### src/rtl/sev_seg_mux.sv
// sev_seg_mux: time-multiplexed seven-segment driver for NUM_DIGITS hex digits.
// Hold registers capture x/dp_in/digit_en on a load strobe. A slot counter
// steps through one digit per REFRESH_DIV cycles. Each slot starts with
// BLANK_CYCLES of all-dark output to suppress ghosting.
// Optional feature macro: SEVSEG_LEADING_ZERO_BLANK_EN (leading-zero blanking).
// All outputs are registered and active-low.
module sev_seg_mux #(
  parameter int NUM_DIGITS   = 4,
  parameter int REFRESH_DIV  = 100000,
  parameter int BLANK_CYCLES = 16
) (
  input  logic                    clk,
  input  logic                    clr_n,
  input  logic [4*NUM_DIGITS-1:0] x,
  input  logic [NUM_DIGITS-1:0]   dp_in,
  input  logic [NUM_DIGITS-1:0]   digit_en,
  input  logic                    load,
  output logic [6:0]              a_to_g,
  output logic [NUM_DIGITS-1:0]   an,
  output logic                    dp
);

  localparam int CW = $clog2(REFRESH_DIV);
  localparam int DW = (NUM_DIGITS > 1) ? $clog2(NUM_DIGITS) : 1;
  localparam logic [CW-1:0] C_LAST  = CW'(REFRESH_DIV - 1);
  localparam logic [CW-1:0] C_BLANK = CW'(BLANK_CYCLES);
  localparam logic [DW-1:0] D_LAST  = DW'(NUM_DIGITS - 1);

  logic [4*NUM_DIGITS-1:0] hold_x;
  logic [NUM_DIGITS-1:0]   hold_dp;
  logic [NUM_DIGITS-1:0]   hold_en;
  logic [NUM_DIGITS-1:0]   lead_zero;
  logic [CW-1:0]           c;
  logic [DW-1:0]           d;

  logic [3:0]              sel_nib;
  logic                    sel_en;
  logic                    sel_dp;
  logic                    sel_zb;
  logic [NUM_DIGITS-1:0]   sel_an;
  logic                    dark;

  // Active-low segment pattern (a..g on bits 6..0) for a hex nibble.
  function automatic logic [6:0] seg_decode(input logic [3:0] n);
    logic [6:0] s;
    case (n)
      4'h0:    s = 7'b0000001;
      4'h1:    s = 7'b1001111;
      4'h2:    s = 7'b0010010;
      4'h3:    s = 7'b0000110;
      4'h4:    s = 7'b1001100;
      4'h5:    s = 7'b0100100;
      4'h6:    s = 7'b0100000;
      4'h7:    s = 7'b0001111;
      4'h8:    s = 7'b0000000;
      4'h9:    s = 7'b0000100;
      4'hA:    s = 7'b0001000;
      4'hB:    s = 7'b1100000;
      4'hC:    s = 7'b0110001;
      4'hD:    s = 7'b1000010;
      4'hE:    s = 7'b0110000;
      default: s = 7'b0111000;
    endcase
    return s;
  endfunction

  // Hold registers: the display only ever reads these, never the live inputs.
  always_ff @(posedge clk or negedge clr_n) begin
    if (!clr_n) begin
      hold_x  <= '0;
      hold_dp <= '0;
      hold_en <= '0;
    end else if (load) begin
      hold_x  <= x;
      hold_dp <= dp_in;
      hold_en <= digit_en;
    end
  end

  // Slot counter c and digit index d; d advances when c wraps.
  always_ff @(posedge clk or negedge clr_n) begin
    if (!clr_n) begin
      c <= '0;
      d <= '0;
    end else if (c == C_LAST) begin
      c <= '0;
      d <= (d == D_LAST) ? '0 : d + 1'b1;
    end else begin
      c <= c + 1'b1;
    end
  end

`ifdef SEVSEG_LEADING_ZERO_BLANK_EN
  // Digit i>0 is blanked when it and every higher nibble are zero.
  always_comb begin
    logic upper_zero;
    lead_zero  = '0;
    upper_zero = 1'b1;
    for (int i = NUM_DIGITS - 1; i >= 1; i--) begin
      upper_zero   = upper_zero & (hold_x[4*i +: 4] == 4'h0);
      lead_zero[i] = upper_zero;
    end
  end
`else
  assign lead_zero = '0;
`endif

  // Select the held data for the current digit and build its anode pattern.
  always_comb begin
    sel_nib = 4'h0;
    sel_en  = 1'b0;
    sel_dp  = 1'b0;
    sel_zb  = 1'b0;
    sel_an  = '1;
    for (int i = 0; i < NUM_DIGITS; i++) begin
      if (d == DW'(i)) begin
        sel_nib   = hold_x[4*i +: 4];
        sel_en    = hold_en[i];
        sel_dp    = hold_dp[i];
        sel_zb    = lead_zero[i];
        sel_an[i] = 1'b0;
      end
    end
  end

  assign dark = (c < C_BLANK) | ~sel_en | sel_zb;

  // Registered outputs, loaded from the pre-edge counter and hold state.
  always_ff @(posedge clk or negedge clr_n) begin
    if (!clr_n) begin
      an     <= '1;
      a_to_g <= 7'b1111111;
      dp     <= 1'b1;
    end else if (dark) begin
      an     <= '1;
      a_to_g <= 7'b1111111;
      dp     <= 1'b1;
    end else begin
      an     <= sel_an;
      a_to_g <= seg_decode(sel_nib);
      dp     <= ~sel_dp;
    end
  end

endmodule

### config.mk
export PLATFORM = sky130hd
export DESIGN_NAME = sev_seg_mux
export DESIGN_NICKNAME = d
export VERILOG_FILES = /design/src/rtl/sev_seg_mux.sv
export SDC_FILE = /design/constraint.sdc
export NUM_CORES = 1
export LEC_CHECK = 0
export ABC_AREA = 1
export ABC_CLOCK_PERIOD_IN_PS = 2400
export BUFFER_PORTS_ARGS = -buffer_cell sky130_fd_sc_hd__buf_2
export CAP_MARGIN = 20
export CELL_PAD_IN_SITES_DETAIL_PLACEMENT = 2
export CELL_PAD_IN_SITES_GLOBAL_PLACEMENT = 2
export CORE_UTILIZATION = 35
export DETAILED_ROUTE_END_ITERATION = 10
export PLACE_DENSITY = 0.76
export SLEW_MARGIN = 15
export SYNTH_ARGS = -nofsm -noshare
export SYNTH_HDL_FRONTEND = slang
export SYNTH_SLANG_ARGS = --single-unit
### constraint.sdc
create_clock -name clk -period 2.4 [get_ports clk]
set_clock_uncertainty 0.2 [all_clocks]
set_input_delay 0.36 -clock clk [delete_from_list [all_inputs] [get_ports clk]]
set_output_delay 0.36 -clock clk [all_outputs]
set_load 0.02 [all_outputs]
==> results.md, run 1 <==
STA:
- Based on the critical path, the design can be clocked at up to 464 MHz.
- The number of hold violations in the final report is 0.
- In this run the tightest slew margin relative to its limit is 0.594.
- The share of the clock period used by the worst path is 0.898.
- Setup violations remaining at the end of the flow were counted as 0.
- The clock period could shrink to around 2.2 ns.
- The number of max-slew violations in the final report came to 0.
- Setup repair after global routing left no endpoint under its margin.
- For the pin with the worst max-slew slack, the measured transition is 0.609 ns.
- The smallest hold slack is 0.0500 ns.
- Summed over all failing endpoints, the final setup total negative slack is 0 ns.

Layout:
- The total area of sequential cells is 0.00139 sq mm.
- The final core utilization is 0.421.
- Compared with the post-synthesis result, the final layout area differs by 14.8%.
- Of the cells placed in the final design, the portion with a size suffix greater than 1 is 0.300.
- The number of filler cells placed in the layout is 970.
- The number of antenna diodes is 0.
- The total number of nets in the final design is approximately 440.
- The area taken by multi-input logic gates is 0.00145 sq mm.

Critical path:
- The destination of the worst register-to-register timing path is a_to_g[3].
- The endpoint kind of the worst setup timing path is a flop.
- The worst reg-to-reg path cell count is 10.
- The startpoint class of the critical path is a flop.
- The worst setup path is of the flop to flop kind.
- At the worst endpoint, the required time is 2.46 ns.
- The setup check on the worst reg-to-reg path leaves a slack of between 0.2 and 0.25 ns.
- The worst register-to-register path begins at d[0].
- The largest fanout of any net on the critical path is 7.
- The arrival time at the worst endpoint is around 2.2 ns.

Detailed routing:
- Once detail routing completed, the nets flagged for antenna violations numbered 0.
- Summed over all layers, the routed wires come to 8.14 mm.
- The routed layout has ~2500 vias.
- In the final routed layout, each cell accounts on average for approximately 16 um.
- For this run, design rule violations remaining after detail routing come to 0.
- For this run, the detailed router's first-pass iteration total came to 4.
- The average via count per standard cell is 4.97.
- After the first detailed-routing iteration, the DRC count stood at 20.

Pwr:
- VDD sags by at most between 0.2 and 0.25 mV.
- The power density over the cells is approximately 520 mW/mm^2.
- The share of total power dissipated in sequential elements is 0.561.
- Of the total power, the share spent switching nets is 0.281.
- The analysis attributes to net switching a power of between 500 and 600 uW.
- The reported leakage power is 0.00172 uW.
- The share of total power dissipated in combinational logic is 0.163.
- The internal portion of total power is between 1000 and 1500 uW.
- The share of total power dissipated in the clock network is 0.276.

Logic synthesis:
- The prevailing post-synth register cell is dfrtp_1.
- In this run, synthesis inferred 0 flip-flops with an integrated enable.
- Counting flops and latches in the post-synthesis netlist gives 55.
- For this run, the number of Yosys warnings is 0.
- After synthesis, the mean cell area works out to 8.68 sq um.
- The post-synthesis instance area is about 0.0031 sq mm.
- Counting every net in the synthesized netlist gives 390.
- The synthesized instance count is 352.
- The proportion of synthesized flip-flops having asynchronous set or reset is 1.00.
- The count of cell types in the netlist is 38.
- The sequential fraction of the synthesis area is 0.455.

Floorplanning:
- Measured along the y axis, the die boundary spans ~95 um.
- From left edge to right edge, the die measures between 90 and 100 um.
- The total I/O pin count is 39.
- In this run the core area contains 33 standard-cell rows.
- The initial utilization of the core area, before any placement, comes to 0.366.
- The region available for standard cell placement spans 0.00834 sq mm.
- The die covers 0.00911 sq mm.

Clock tree:
- The setup fix buffers added after clock tree synthesis is 0.
- The CTS tree is yes.
- The clock latency at the later pin of the worst-skew pair is 0.31 ns.
- The maximum count of clock buffers along a single path is 2.
- The number of buffers created by CTS is 5.
- The number of clock sinks seen by CTS is 55.
- The clock-pin transition on the worst setup and hold timing paths is about 0.1 ns.
- The H-tree generated during clock tree synthesis spans 2 levels.
- The cell sitting at the root of the clock tree is a clkbuf_8.

Global routing:
- The initial antenna violation count is 0.
- The overflow left after global routing is 0.
- The first global-routing pass estimated 13.8 mm of wire.
- The overall routing resource usage is 0.200.
- The number of global-route vias before repair was 2890.
- Entering global routing, the biggest net connects 35 pins.

Min path:
- The worst hold path cell count is 3.
- The worst-case hold path end point is hold_x[6].
- The classification of the worst-slack hold path is input port to flop.
- In this run the most critical hold path is launched from x[6].

Placement:
- Port buffering added 38 buffers.
- The placed wire-length estimate is 6.45 mm.
- Routability-driven placement finished with a final weighted congestion of approximately 0.83.

Run status:
- The run finished with clean final reports.

Run:
- The tool flagged a number of max-cap violations equal to 0.
[stage by stage]
| step | area, sq um | setup slack, ns | power (uW) | cells |
|---|---|---|---|---|
| 3_3_place_gp | 3410 | 0.195 | 1340 | 496 |
| 5_1_grt | 3510 | 0.00404 | 1940 | 505 |
| 6_report | 3510 | 0.244 | 1840 | 505 |
| 2_1_floorplan | 3060 | 0.388 | 1230 | 352 |
| 4_1_cts | 3500 | 0.0108 | 1880 | 505 |
| 3_5_place_dp | 3410 | 0.0417 | 1360 | 496 |
[worst max-delay path, cell delays in order, from the launching register on]
cell	delay, ns
dfrtp_1	0.41
ha_1	0.32
buf_4	0.19
nand2_1	0.08
a21boi_4	0.24
inv_1	0.09
ha_1	0.27
nand3_1	0.09
nand2_1	0.08
nand2_1	0.05
nand3_1	0.09
[logic make-up after synthesis]
kind of cell | Yosys count | synth area share
compound gates | 30 | 0.0684
xor+xnor | 6 | 0.0172
fa+ha+maj | 11 | 0.0450
buf+inv | 55 | 0.0729
flops | 55 | 0.455
mux | 15 | 0.0553
simple gates | 180 | 0.286
[final cells by class]
cell class | instances | area share
clock buffer | 7 | 0.0217
clock inverter | 1 | 0.00143
inverter | 48 | 0.0528
multi-input combinational | 242 | 0.412
sequential | 55 | 0.396
tap | 105 | 0.0374
timing repair buffer | 47 | 0.0777
[layout by cell type, fill, tap and decap left out, types with 10 or more instances in the layout]
cell	instances
nor2_1	34
dfstp_2	12
nand2_1	83
mux2_2	15
dfrtp_1	43
inv_1	37
buf_2	38
nand3_1	26
o21ai_0	10
[state kept, by name, summed over array words and instances (netlist names)]
register,count
dp,1
a_to_g,7
c,17
hold_dp,4
hold_x,16
d,2
an,4
hold_en,4
[layer usage]
metal / vias to the layer above / share of wire / track usage
met1: 1264 / 0.42 / 0.228
met3: 7 / 0.020 / 0.0295
li1: 1215 / - / -
met2: 26 / 0.55 / 0.389
met5: - / 0 / 0
met4: 0 / 0.0088 / 0.0435
[Yosys cell counts (3+ instances only)]
master	instances	share of area
a21oi_1	7	0.011
buf_2	3	0.0049
dfrtp_1	43	0.35
dfstp_2	12	0.10
ha_1	11	0.045
inv_1	37	0.045
inv_2	8	0.0098
mux2_2	15	0.055
nand2_1	83	0.10
nand2_2	9	0.018
nand3_1	26	0.043
nand3_2	4	0.013
nand4_1	7	0.014
nor2_1	34	0.042
nor3_1	3	0.0049
o21ai_0	10	0.016
o21ai_1	4	0.0065
xor2_1	6	0.017
[what timing repair did]
action / 4_1_cts / 5_1_grt
setup endpoints to repair: 0 / 5
endpoints found under the hold margin: 9 / 0
gates resized for setup: 0 / 3
hold buffers: 1 / 0
[worst max path at each step]
stage	start	slack, ns	end	depth (start not counted)
6_report	d[0]	0.24	a_to_g[3]	10
5_1_grt	d[1]	0.004	a_to_g[1]	13
4_1_cts	d[1]	0.01	a_to_g[6]	11
3_5_place_dp	d[1]	0.04	a_to_g[6]	11
3_3_place_gp	d[0]	0.19	a_to_g[6]	10
2_1_floorplan	d[0]	0.39	a_to_g[3]	12
[power groups by stage]
stage	clock network, uW	logic, uW	registers, uW
after CTS	537	308	1030
after global placement	0	290	1050
after floorplan	0	161	1070
after global routing	558	340	1040
final	507	300	1030
after detailed placement	0	305	1050
(Power assumes the default switching activity.)
==> inputs of run 2 (changes only) <==
--- a/config.mk
+++ b/config.mk
@@ -9,11 +9,11 @@
 export ABC_CLOCK_PERIOD_IN_PS = 2400
 export BUFFER_PORTS_ARGS = -buffer_cell sky130_fd_sc_hd__buf_2
 export CAP_MARGIN = 20
-export CELL_PAD_IN_SITES_DETAIL_PLACEMENT = 2
-export CELL_PAD_IN_SITES_GLOBAL_PLACEMENT = 2
-export CORE_UTILIZATION = 35
+export CELL_PAD_IN_SITES_DETAIL_PLACEMENT = 1
+export CELL_PAD_IN_SITES_GLOBAL_PLACEMENT = 1
+export CORE_UTILIZATION = 44
 export DETAILED_ROUTE_END_ITERATION = 10
-export PLACE_DENSITY = 0.76
+export PLACE_DENSITY = 0.77
 export SLEW_MARGIN = 15
 export SYNTH_ARGS = -nofsm -noshare
 export SYNTH_HDL_FRONTEND = slang
==> run 2 against run 1 <==
  * Register-to-register slack got worse by 0.04 ns
  * Sequential cell count did not move
  * Clock power rose by 25%
  * Largest cell class unchanged
  * Power rose by 6.4%
  * Die area fell by 20%
  * Combinational power fell by 4%
  * Non-clock buffer count fell by 3
  * Clock-buffer cell count fell by 2
  * Sequential power barely moved
  * Critical path depth rose by 3
  * Cell area rose by 0.29%
==> results.md, run 2 (synthesized netlist as in run 1, its figures left out) <==
Run status:
- The flow ran to the end, and the final reports show no timing, DRC or antenna violations.

Floorplanning:
- The floorplan step defined a core boundary enclosing slightly below 0.007 sq mm.
- The die is 85.4 um tall.
- For this configuration, the core starts out at a cell density of 0.452.
- From left edge to right edge, the die measures 85.4 um.
- The total I/O pin count is 39.
- The standard-cell row count is 30.
- The area enclosed by the die boundary is 0.00728 sq mm.

Layout:
- The count of non-filler cells in the finished layout is 477.
- At the end of the flow, the number of nets in the layout was about 430.
- The largest registers in the layout are c: 17 flops, hold_x: 16 flops, a_to_g: 7 flops.
- The number of flip-flops in the largest register is 17.
- The library cells used most frequently in the layout, excluding fill and tap cells, are 83 x nand2_1, 42 x dfrtp_1, 38 x buf_2, 36 x inv_1, 34 x nor2_1.
- Registers take 0.00139 sq mm.
- The final core utilization is 0.521.
- The commonest non-fill, non-tap cell in the layout is nand2_1.
- In the final layout, the multi-input gates occupy about 0.0015 sq mm.
- After routing the design area is 0.00352 sq mm.
- Compared with the post-synthesis result, the final layout area differs by 15.1%.
- The number of filler cells placed in the layout is about 830.
- The number of antenna diodes is 0.
- In the final layout, the share of cells above drive strength 1 is 0.312.
- The register with the most flip-flops is c.

Detailed routing:
- Once detail routing completed, the nets flagged for antenna violations numbered 0.
- Dividing the detail-routed wire length by the instance count gives 14.7 um.
- The total detailed-routing wirelength is 7.01 mm.
- The first detailed-routing pass ran for 4 iterations.
- In the routed design, unresolved DRC markers number 0.
- Dividing the detail-routed via count by the number of cells gives 5.08.
- The violation count after the first detailed-routing iteration is 73.
- The total number of vias is about 2400.

Min path:
- The classification of the worst-slack hold path is input port to flop.

Pwr:
- The power density over the cells is 555 mW/mm^2.
- The analysis attributes to cell leakage a power of 0.00172 uW.
- The total power is 1950 uW.
- The worst ir drop on vdd is 0.270 mV.

Clock tree:
- The setup fix buffers added after clock tree synthesis is 0.
- Clock-pin slew was measured on the worst setup and hold paths at between 0.1 and 0.15 ns.
- The clock latency at the later pin of the worst-skew pair is 0.32 ns.
- The number of clock sinks seen by CTS is between 50 and 60.
- The maximum count of clock buffers along a single path is 2.
- The CTS tree is yes.
- The tree is rooted in a clkbuf_8.
- In this run, CTS created clock tree buffers numbering 5.
- The H-tree was split into 2 levels.

STA:
- Dividing the final minimum period by the clock period gives 0.914.
- Setup violations remaining at the end of the flow were counted as 0.
- For the pin with the worst max-slew slack, the measured transition is between 0.6 and 0.7 ns.
- For this run, the top clock speed supported by timing is 456 MHz.
- The number of max-slew violations in the final report is 0.
- The final period demand of the worst path is 2.19 ns.
- The tightest slew margin relative to the limit is 0.549.
- Adding up every negative setup slack in the final design gives 0 ns.
- The number of hold violations in the final report is 0.

Placement:
- The placed wire-length estimate is 5.57 mm.
- Routability-driven placement finished with a final weighted congestion of 0.890.
- Once placement finished, the instance area stood at about 0.0034 sq mm.
- The number of buffers inserted by port buffering is 38.
- The total placed cells including tap cells is 468.

Critical path:
- Counting both buffers and inverters, the worst setup path holds a total of 2.
- The most numerous cell on the critical path is nand2_1.
- For the worst setup path, the data required time is about 2.5 ns.
- The worst setup path is launched from a flop.
- The critical setup path kind is flop to flop.
- The arrival time at the worst endpoint is around 2.2 ns.
- Of all nets on the critical path, the largest fanout is 6.
- The maximum single-stage delay on the critical path is 0.45 ns.
- The worst setup path is captured at a flop.
- On the critical path the largest part of the delay comes from simple AND/OR/NAND/NOR gates.
- The signal on the critical path passes through inv_2 > ha_2 > nand2_1 > nand2_1 > nand3_1 > nand2_1 > nand2_2 > clkinv_1 > ha_1 > nand3_1 > nand2_1 > nand2_1 > nand3_1.
- The cell with the largest stage delay on the worst path is dfrtp_1.

Global routing:
- The number of global-route vias before repair is around 2700.
- The overall routing resource usage is 0.221.
- The first global-routing pass estimated 12.6 mm of wire.
- The initial antenna violation count is 0.
- Global routing finished with a remaining overflow of 0.
- Entering global routing, the biggest net connects 34 pins.

Run:
- The max-cap violation count is 0.
## run 2: changes by cell type in the layout (fill, tap and decap cells not counted), moves of 2 or more
| cell | previous run | this run |
|---|---|---|
| buf_4 | 7 | 4 |
| clkbuf_1 | 2 | 0 |
| ha_1 | 9 | 7 |
| ha_4 | 0 | 2 |
## run 2: final timing paths
check | startpoint | endpoint | slack [ns] | cells after the start
worst max-delay path | d[0] | a_to_g[3] | 0.21 | 13
worst min-delay path | x[9] | hold_x[9] | 0.05 | 3
worst max register to register | d[0] | a_to_g[3] | 0.21 | 13
worst min register to register | c[0] | c[0] | 0.27 | 1
max in group asynchronous | clr_n | a_to_g[1] | 0.95 | 3
min in group asynchronous | clr_n | hold_dp[0] | 0.41 | 2
## run 2: timing repair
item / 4_1_cts / 5_1_grt
hold buffers: 1 / 0
setup endpoints to repair: 2 / 7
pin swaps: 0 / 0
endpoints found under the hold margin: 19 / 0
cloned: 0 / 0
resized for setup: 2 / 8
## run 2: layout make-up
type                       count  area share
clock buffer                   5      0.0196
clock inverter                 3      0.0132
inverter                      48      0.0526
multi-input combinational    242       0.419
sequential                    55       0.396
tap                           80      0.0284
timing repair buffer          44      0.0711
## run 2: where the power goes
group | internal, uW | total (uW) | switching [uW]
registers | 1000 | 1030 | 29.5
logic | 113 | 289 | 176
clock network | 315 | 634 | 320
total | 1430 | 1950 | 525
## run 2: per-stage QoR
stage	setup WS [ns]	hold slack (ns)
after global routing	-0.0242	0.0626
final	0.208	0.0503
after CTS	0.0456	0.0375
after detailed placement	-0.0461	0.238
after floorplan	0.388	-0.136
after global placement	0.172	0.234
## run 2: layer usage
layer  GRT usage  part of all wire
met1       0.263              0.44
met2       0.419              0.53
met3      0.0302             0.020
met4      0.0576             0.018
met5           0                 0
## run 2: worst register-to-register path, stage by stage (launching register included)
cell	delay, ns
dfrtp_1	0.45
inv_2	0.10
ha_2	0.23
nand2_1	0.10
nand2_1	0.06
nand3_1	0.06
nand2_1	0.06
nand2_2	0.13
clkinv_1	0.14
ha_1	0.27
nand3_1	0.13
nand2_1	0.06
nand2_1	0.05
nand3_1	0.07
==> inputs of run 3 (changes only) <==
--- a/config.mk
+++ b/config.mk
@@ -11,9 +11,11 @@
 export CAP_MARGIN = 20
 export CELL_PAD_IN_SITES_DETAIL_PLACEMENT = 1
 export CELL_PAD_IN_SITES_GLOBAL_PLACEMENT = 1
+export CORE_MARGIN = 2
 export CORE_UTILIZATION = 44
 export DETAILED_ROUTE_END_ITERATION = 10
 export PLACE_DENSITY = 0.77
+export RECOVER_POWER = 100
 export SLEW_MARGIN = 15
 export SYNTH_ARGS = -nofsm -noshare
 export SYNTH_HDL_FRONTEND = slang
==> run 3 against run 2 <==
  * Core utilization down 0.76 points
  * Maximum frequency down 1.6%
  * Non-clock buffer count up 3
  * Critical path depth down 1
  * Wire length about the same
  * Cell area down 1.5%
  * Worst hold slack better by 0.015 ns
  * First-iteration DRC count up 12%
  * Setup slack worse by 0.035 ns
  * Die area up 4.7%
  * Critical path type unchanged
==> results.md, run 3 (synthesized netlist as in run 1, its figures left out) <==
Layout:
- The largest registers in the layout are c: 17 flops, hold_x: 16 flops, a_to_g: 7 flops.
- In the final layout, flip-flops and latches occupy 0.00139 sq mm.
- The register with the most flip-flops in the layout has 17 of them.
- The total number of nets in the final design is approximately 440.
- The count of non-filler cells in the finished layout is 480.
- c holds more flip-flops than any other register.
- The repair_antennas step left the layout with diodes totalling 0.
- In the final layout, the multi-input gates occupy 0.00143 sq mm.
- Of the cells placed in the final design, the portion with a size suffix greater than 1 is 0.253.
- In the layout the commonest cells are 83 x nand2_1, 43 x dfrtp_1, 37 x inv_1, 36 x nor2_1, 27 x nand3_1.
- For this run, the share of the core covered by cells in the final layout is 0.513.
- From synthesis to final layout, the design area changed by 13.5%.
- The library cell used most frequently in the layout, excluding fill and tap cells, is nand2_1.
- Counting the fill cells in the layout gives roughly 840.

Run:
- The tool flagged a number of max-cap violations equal to 0.

Clock tree:
- For the worst-skew pair, the clock arrives at the later sink with an insertion delay of roughly 0.30 ns.
- The clock net in this run drives a total of 55 sinks.
- TritonCTS built the clock tree.
- The number of buffers created by CTS is 5.
- The number of levels the H-tree was split into is 2.
- The root buffer cell chosen for the clock tree is clkbuf_8.
- Clock-pin slew was measured on the worst setup and hold paths at approximately 0.10 ns.
- In this run the deepest clock path goes through 2 buffers.

Critical path:
- STA puts the critical path data required time at 2.44 ns.
- The startpoint class of the critical path is a flop.
- Data arrives at the worst endpoint at 2.27 ns.
- Of all nets on the critical path, the largest fanout is 7.
- The endpoint kind of the worst setup timing path is a flop.
- The critical setup path kind is flop to flop.

STA:
- The number of failing setup endpoints in the final timing report is 0.
- The share of the clock period used by the worst path is 0.928.
- The tightest slew margin relative to the limit is 0.0710.
- The final period demand of the worst path is 2.23 ns.
- In the post-route analysis, the smallest setup slack over all paths is ~0.17 ns.
- The number of hold violations in the final report is 0.
- At the pin with the least slew margin, the transition time is 1.39 ns.
- The number of max-slew violations in the final report is 0.
- The maximum frequency from static timing analysis is about 450 MHz.

Pwr:
- The share of total power dissipated in combinational logic is 0.144.
- For this design the ratio of total power to cell area is 564 mW/mm^2.
- The worst ir drop on vdd is 0.402 mV.
- The net switching fraction of the power is 0.261.
- In this run the static leakage power is 0.00170 uW.
- The internal portion of total power is 1450 uW.
- The net switching power of the design is between 500 and 600 uW.
- The clock network power share is 0.329.
- The portion of total power attributed to sequential cells is 0.527.

Placement:
- The final weighted congestion in routability-driven placement is 0.885.
- Input and output buffers added on the ports amount to 38.
- Before CTS, the worst setup slack after placement is roughly 0.079 ns.
- Once placement completed, the tool counted placed cells totaling 470.
- Summed over all nets, the half-perimeter wirelength after detailed placement is 5.62 mm.

Floorplanning:
- The floorplan has 30 rows.
- The floorplan step defined a die boundary enclosing 0.00763 sq mm.
- The initial utilization of the core area, before any placement, comes to 0.452.
- In this run the count of I/O pins placed on the die edge is 39.
- The core region is 0.00676 sq mm.
- The chip height is roughly 87 um.
- The die extent in x is 87.4 um.

Detailed routing:
- The average wire per cell in the routed design is about 15 um.
- The total detailed-routing wirelength is 7.01 mm.
- In the routed design, unresolved DRC markers number 0.
- The antenna violation net count after detailed routing is 0.
- After detailed routing, the number of vias per cell comes to a little over 5.
- The detailed router finished its first iteration with just over 80 violations.
- For this block, the via count after detailed routing is 2453.
- The count of TritonRoute iterations in the first routing pass is 4.

Global routing:
- The number of global-route vias before repair is 2681.
- The largest net degree at the start of global routing is 34.
- After global routing the overflow that remains totals 0.
- The overall routing resource usage is 0.207.
- The first global-routing pass estimated roughly 12 mm of wire.
- The initial antenna violation count is 0.

Run status:
- The flow ran to the end, and the final reports show no timing, DRC or antenna violations.

Min path:
- The tightest min-delay check is of the input port to flop type.
-- run 3: power by group through the flow --
| stage | clock network (uW) | registers [uW] | logic [uW] |
|---|---|---|---|
| after floorplan | 0 | 1070 | 161 |
| after global placement | 0 | 1050 | 285 |
| after detailed placement | 0 | 1050 | 293 |
| after CTS | 657 | 1030 | 297 |
| after global routing | 693 | 1040 | 321 |
| final | 643 | 1030 | 282 |
-- run 3: through the flow --
stage | cell area [sq um] | power, uW | setup TNS (ns) | hold slack, ns
final | 3470 | 1960 | 0 | 0.0650
after floorplan | 3060 | 1230 | 0 | -0.136
after global routing | 3470 | 2050 | -0.00699 | 0.0724
after detailed placement | 3370 | 1340 | 0 | 0.135
after global placement | 3370 | 1330 | 0 | 0.136
after CTS | 3500 | 1990 | 0 | 0.0602
-- run 3: per-layer routing --
metal	share of wire	GRT usage	vias up
li1	-	-	1215
met1	0.43	0.241	1196
met2	0.53	0.386	32
met3	0.028	0.0379	10
met4	0.016	0.0573	0
met5	0	0	-
-- run 3: worst max-delay path, cell delays in order (launching register included) --
cell	delay, ns
dfrtp_1	0.36
inv_1	0.09
ha_1	0.27
buf_4	0.19
a21oi_1	0.15
nand2_1	0.08
nand2_2	0.13
clkinv_1	0.14
ha_1	0.25
nand3_2	0.10
o21ai_1	0.08
nand2_1	0.06
nand2_1	0.05
-- run 3: repair_timing --
action                                  in CTS  in global routing
hold endpoints to repair                    14                  0
endpoints found under the setup margin       0                  7
buffers inserted                             0                  1
hold buffers                                 1                  0
resized for setup                            0                  4
-- run 3: worst paths after layout --
kind	to	start	depth (start not counted)	slack, ns
worst max-delay path	a_to_g[1]	d[0]	12	0.17
worst min-delay path	hold_x[6]	x[6]	3	0.06
worst max register to register	a_to_g[1]	d[0]	12	0.17
worst min register to register	c[0]	c[0]	1	0.27
max in group asynchronous	c[2]	clr_n	3	0.51
min in group asynchronous	c[0]	clr_n	2	0.58
-- run 3: cell type report --
type	count	area share
Multi-Input combinational cell	242	0.411
Sequential cell	55	0.401
Timing Repair Buffer	47	0.0718
Inverter	48	0.0534
Tap cell	80	0.0289
Clock buffer	6	0.0238
Clock inverter	2	0.0101
